===== config.mk =====
export PLATFORM = sky130hd
export DESIGN_NAME = fifo_ring
export DESIGN_NICKNAME = d
export VERILOG_FILES = /design/src/rtl/fifo_ring.sv
export SDC_FILE = /design/constraint.sdc
export NUM_CORES = 1
export LEC_CHECK = 0
export CORE_ASPECT_RATIO = 0.9
export CORE_MARGIN = 3
export CORE_UTILIZATION = 40
export CTS_BUF_LIST = sky130_fd_sc_hd__clkbuf_8
export DETAILED_ROUTE_END_ITERATION = 16
export HOLD_SLACK_MARGIN = 0.12
export REMOVE_ABC_BUFFERS = 1
export SLEW_MARGIN = 10
export SYNTH_ARGS = -nofsm -noshare
export SYNTH_HDL_FRONTEND = slang
export SYNTH_SLANG_ARGS = --single-unit
export TNS_END_PERCENT = 10

===== constraint.sdc =====
create_clock -name clock -period 2.1 [get_ports clock]
set_clock_uncertainty 0.1 [all_clocks]
set_input_delay 0.42 -clock clock [delete_from_list [all_inputs] [get_ports clock]]
set_output_delay 0.42 -clock clock [all_outputs]
set_load 0.005 [all_outputs]

===== src/rtl/fifo_ring.sv =====
// Circular-buffer FIFO with fill level, almost-full/empty flags, synchronous flush
// and registered or show-ahead read. Define FIFO_RING_ERR_EN for sticky overflow/underflow outputs.
module fifo_ring #(
  parameter int WIDTH        = 8,
  parameter int DEPTH        = 16,
  parameter int AFULL_LEVEL  = DEPTH - 2,
  parameter int AEMPTY_LEVEL = 1,
  parameter int FWFT         = 0
) (
  input  logic                         clock,
  input  logic                         resetn,
  input  logic                         flush,
  input  logic                         push,
  input  logic [WIDTH-1:0]             data_in,
  input  logic                         pop,
  output logic [WIDTH-1:0]             data_out,
  output logic                         data_valid,
  output logic                         full,
  output logic                         empty,
  output logic                         almost_full,
  output logic                         almost_empty,
  output logic [$clog2(DEPTH+1)-1:0]   level
`ifdef FIFO_RING_ERR_EN
  ,
  output logic                         overflow,
  output logic                         underflow
`endif
);

  localparam int PTR_W = (DEPTH < 2) ? 1 : $clog2(DEPTH);
  localparam int LVL_W = $clog2(DEPTH + 1);

  if (DEPTH < 2) begin : g_bad_depth
    $error("fifo_ring: DEPTH must be at least 2");
  end
  if (AFULL_LEVEL < 1 || AFULL_LEVEL > DEPTH) begin : g_bad_afull
    $error("fifo_ring: AFULL_LEVEL must lie in 1..DEPTH");
  end
  if (AEMPTY_LEVEL < 0 || AEMPTY_LEVEL >= DEPTH) begin : g_bad_aempty
    $error("fifo_ring: AEMPTY_LEVEL must lie in 0..DEPTH-1");
  end

  logic [WIDTH-1:0] mem_q [DEPTH];
  logic [PTR_W-1:0] wr_ptr_q, wr_ptr_d;
  logic [PTR_W-1:0] rd_ptr_q, rd_ptr_d;
  logic [LVL_W-1:0] level_q, level_d;
  logic             empty_w, full_w, pop_ok, push_ok;

  // Explicit wrap so non-power-of-two depths never index past DEPTH-1.
  function automatic logic [PTR_W-1:0] ptr_inc(input logic [PTR_W-1:0] p);
    return (p == PTR_W'(DEPTH - 1)) ? '0 : p + 1'b1;
  endfunction

  assign empty_w = (level_q == '0);
  assign full_w  = (level_q == LVL_W'(DEPTH));
  assign pop_ok  = pop && !empty_w;
  assign push_ok = push && (!full_w || pop_ok);

  always_comb begin
    wr_ptr_d = wr_ptr_q;
    rd_ptr_d = rd_ptr_q;
    level_d  = level_q;
    if (flush) begin
      wr_ptr_d = '0;
      rd_ptr_d = '0;
      level_d  = '0;
    end else begin
      if (push_ok) wr_ptr_d = ptr_inc(wr_ptr_q);
      if (pop_ok)  rd_ptr_d = ptr_inc(rd_ptr_q);
      unique case ({push_ok, pop_ok})
        2'b10:   level_d = level_q + 1'b1;
        2'b01:   level_d = level_q - 1'b1;
        default: level_d = level_q;
      endcase
    end
  end

  always_ff @(posedge clock or negedge resetn) begin
    if (!resetn) begin
      wr_ptr_q <= '0;
      rd_ptr_q <= '0;
      level_q  <= '0;
    end else begin
      wr_ptr_q <= wr_ptr_d;
      rd_ptr_q <= rd_ptr_d;
      level_q  <= level_d;
    end
  end

  // Storage is deliberately left out of reset.
  always_ff @(posedge clock) begin
    if (push_ok && !flush) mem_q[wr_ptr_q] <= data_in;
  end

  if (FWFT != 0) begin : g_fwft
    assign data_out   = empty_w ? '0 : mem_q[rd_ptr_q];
    assign data_valid = !empty_w;
  end else begin : g_reg_read
    logic [WIDTH-1:0] rdata_q, rdata_d;
    logic             rvalid_q, rvalid_d;

    always_comb begin
      rdata_d  = rdata_q;
      rvalid_d = 1'b0;
      if (flush) begin
        rdata_d = '0;
      end else if (pop_ok) begin
        rdata_d  = mem_q[rd_ptr_q];
        rvalid_d = 1'b1;
      end
    end

    always_ff @(posedge clock or negedge resetn) begin
      if (!resetn) begin
        rdata_q  <= '0;
        rvalid_q <= 1'b0;
      end else begin
        rdata_q  <= rdata_d;
        rvalid_q <= rvalid_d;
      end
    end

    assign data_out   = rdata_q;
    assign data_valid = rvalid_q;
  end

`ifdef FIFO_RING_ERR_EN
  logic ovf_q, ovf_d, udf_q, udf_d;

  // Flush clears the sticky flags even when a drop happens in the same cycle.
  always_comb begin
    ovf_d = ovf_q;
    udf_d = udf_q;
    if (flush) begin
      ovf_d = 1'b0;
      udf_d = 1'b0;
    end else begin
      if (push && !push_ok) ovf_d = 1'b1;
      if (pop && !pop_ok)   udf_d = 1'b1;
    end
  end

  always_ff @(posedge clock or negedge resetn) begin
    if (!resetn) begin
      ovf_q <= 1'b0;
      udf_q <= 1'b0;
    end else begin
      ovf_q <= ovf_d;
      udf_q <= udf_d;
    end
  end

  assign overflow  = ovf_q;
  assign underflow = udf_q;
`endif

  assign level        = level_q;
  assign empty        = empty_w;
  assign full         = full_w;
  assign almost_full  = (level_q >= LVL_W'(AFULL_LEVEL));
  assign almost_empty = (level_q <= LVL_W'(AEMPTY_LEVEL));

endmodule


==> summary.md <==
| Metric | Value |
|---|---|
| Status | `complete, but fails checks` |
| Failing checks | `setup timing` |
| Hold WC Path Type | `primary input to asynchronous set/reset pin` |
| Switching part of the total | `0.2395` |
| Final hold violation count | `0` |
| Routability cong. | `around 0.87` |
| Root Driver | `clkbuf_8` |
| Crit path max fanout | `2` |
| Clock Power Share | `0.336` |
| Inserted Clock Buffers | `17` |
| PD cells | `918.7 mW/mm²` |
| Asr flop ratio synth | `0.1467` |
| Yosys warns | `0` |
| GRT Total Usage | `0.1602` |
| Critical path cell sequence | `inv_2 > ha_4 > or4b_4 > clkinv_4 > buf_6` |
| Slowest stage cell, crit path | `or4b_4` |
| Row count | `42` |
| Post-synth top area share | `0.6176` |
| Min Hold Slack | `246.0 ps` |
| Worst stage delay on the critical path | `480 ps` |
| CTS tree | `built` |
| TNS Setup | `-99.67 ps` |
| Wire per inst | `approximately 20 µm` |
| Initial DRT Pass Iterations | `4` |
| Max Fclk | `456.6 MHz` |
| Avg Inst Size Synth | `17.73 µm²` |
| Distinct cells, synth | `43` |
| Clock-pin slew on the worst setup and hold paths | `approximately 80 ps` |
| DIE HEIGHT | `~120 µm` |
| Top FF cell, synth | `edfxtp_1` |
| Layout cell share with drive strength beyond 1 | `0.3089` |
| Layout area overhead | `21.71%` |
| Fin cells | `635` |
| VDD IR max | `approximately 0.46 mV` |
| Period utilization | `1.043` |
| Residual DRC | `0` |
| Worst EP arrival | `between 1500 and 2000 ps` |
| Global-route wire length before repair | `~20000 µm` |
| Largest net degree at the start of global routing | `34` |
| Initial Utilization | `0.4155` |
| Number of global-route vias before repair | `roughly 3500` |
| ANT cells | `0` |
| DR vias | `3370` |
| Final #Nets | `about 450` |
| RSZ-0062 raised after global routing | `true` |
| Int Pwr | `5.292 mW` |
| Max_cap viols | `0` |
| Register share of total power | `0.484` |
| Clock sinks | `150` |
| Post-DR vias/cell | `~5.3` |
| Count of final setup violators | `2` |
| Number of synthesized flops with an enable pin | `128` |
| Port Buffers | `30` |
| Count leader, synth | `edfxtp_1` |
| Antenna violations before repair | `0` |
| Die Area | `0.01709 mm²` |
| R2r setup slk | `20 ps` |
| CP Data Required Time | `1580 ps` |
| Detailed Place HPWL | `around 8400 µm` |
| Leakage | `~2.6 nW` |
| Least-Margin Pin Slew | `between 600 and 700 ps` |
| Routed Antenna Nets | `0` |
| Clk_lat worst skew | `around 440 ps` |
| Initial DRC count | `between 200 and 300` |
| Part of the Yosys area used for sequential elements | `0.7061` |
| Synth area leaders | `edfxtp_1 62%, mux4_2 12%, dfrtp_1 8.8%` |
| H-tree depth | `4` |
| Crit end category | `output port` |
| Total grt overflow | `0` |
| Logic gate share of total power | `0.180` |
| Yosys top cell by area | `edfxtp_1` |
| Post-synthesis sequential element count | `150` |
| Final min period | `between 2000 and 2500 ps` |
| Worst Setup Path Type | `flop to output port` |
| Syn Inst Count | `around 350` |
| Net switching power | `approximately 1.7 mW` |
| Commonest cells post-synth | `128 x edfxtp_1, 32 x mux4_2, 24 x nor2_1` |
| Worst setup SP type | `flop` |
| Relative slew slack | `0.5584` |
| Detailed Route WL | `12700 µm` |
| Final Max Slew Viols | `0` |
| Total core area | `~0.015 mm²` |
| Die Wd | `around 140 µm` |
| Synthesized cell area | `a little over 0.006 mm²` |
| Dpl cells | `603` |
| Final Worst Setup Slack | `-90.14 ps` |
| Final Util | `0.5058` |
| Longest Clk Path Bufs | `2` |
| # IOs | `31` |
## final timing paths
kind | startpoint | endpoint | cells past startpoint
worst min register to register | data_out[2] | data_out[2] | 2
min in group clock | data_out[2] | data_out[2] | 2
worst max-delay path | level[1] | empty | 5
worst max register to register | level[1] | level[3] | 7
worst min-delay path | resetn | data_out[5] | 2
max in group asynchronous | resetn | rd_ptr_q[1] | 2
## state kept, by name, indices dropped and copies added (netlist names)
register,cells
data_valid,1
rd_ptr_q,4
wr_ptr_q,4
mem_q,128
level,5
data_out,8
## repair_timing
action / CTS / global route
endpoints found under the setup margin: 17 / 28
setup buffers: 2 / 1
resized for setup: 32 / 8
pin swaps: 3 / 3
hold buffers: 0 / 0
## layout by cell type, fill, tap and decap left out, types with 4 or more instances in the layout
cell and n:
a21oi_1 7, nand4_1 4, buf_12 4, edfxtp_1 128, nand2b_1 4, bufinv_16 4
clkinv_2 5, clkdlybuf4s50_1 25, clkbuf_8 19, inv_1 6, mux2i_1 17, o221ai_1 8
mux4_2 32, nor2_1 23, nor2b_1 4, buf_4 40, ha_1 7, dfrtp_1 21
nand2_1 12, nand3_1 13
## critical path, delay by kind of cell (launching register included)
kind,cells,cell delay (ps)
fa+ha+maj,1,130
simple gates,1,480
buf+inv,3,230
flops,1,390
## power by group through the flow
stage               sequential (mW)  clock (mW)  combinational, mW
global placement               3.43           0               1.16
global route                   3.37        2.53               1.36
finish                         3.37        2.34               1.26
detailed placement             3.43           0               1.17
CTS                            3.37        2.40               1.24
floorplan                      3.51           0              0.485
## cell families after synthesis
logic type | synth area share
compound gates | 0.03659
xor+xnor | 0.005630
fa+ha+maj | 0.02010
buf+inv | 0.02171
flops | 0.7061
mux | 0.1520
simple gates | 0.05790
## cell type report
| class | count | area, µm² |
|---|---|---|
| sequential | 150 | 4395 |
| clock inverter | 13 | 163.9 |
| timing repair buffer | 75 | 680.7 |
| tap | 198 | 247.7 |
| multi-input combinational | 172 | 1790 |
| fill | 1206 | 7402 |
| inverter | 8 | 35.03 |
| clock buffer | 19 | 261.5 |
## metal layers
metal  global-route usage  wire length [µm]
met2               0.2356              6029
met3              0.04604               594
met1               0.2355              5957
met4              0.04108               123
met5                    0                 0
## through the flow
| stage | power (mW) | worst slack [ps] | area, µm² |
|---|---|---|---|
| CTS | 7.005 | -129.2 | 7545 |
| global route | 7.270 | -184.4 | 7575 |
| floorplan | 3.991 | -436.9 | 6123 |
| detailed placement | 4.597 | -245.1 | 7061 |
| global placement | 4.586 | -207.3 | 7061 |
| finish | 6.959 | -90.14 | 7575 |
(Power assumes the default switching activity.)
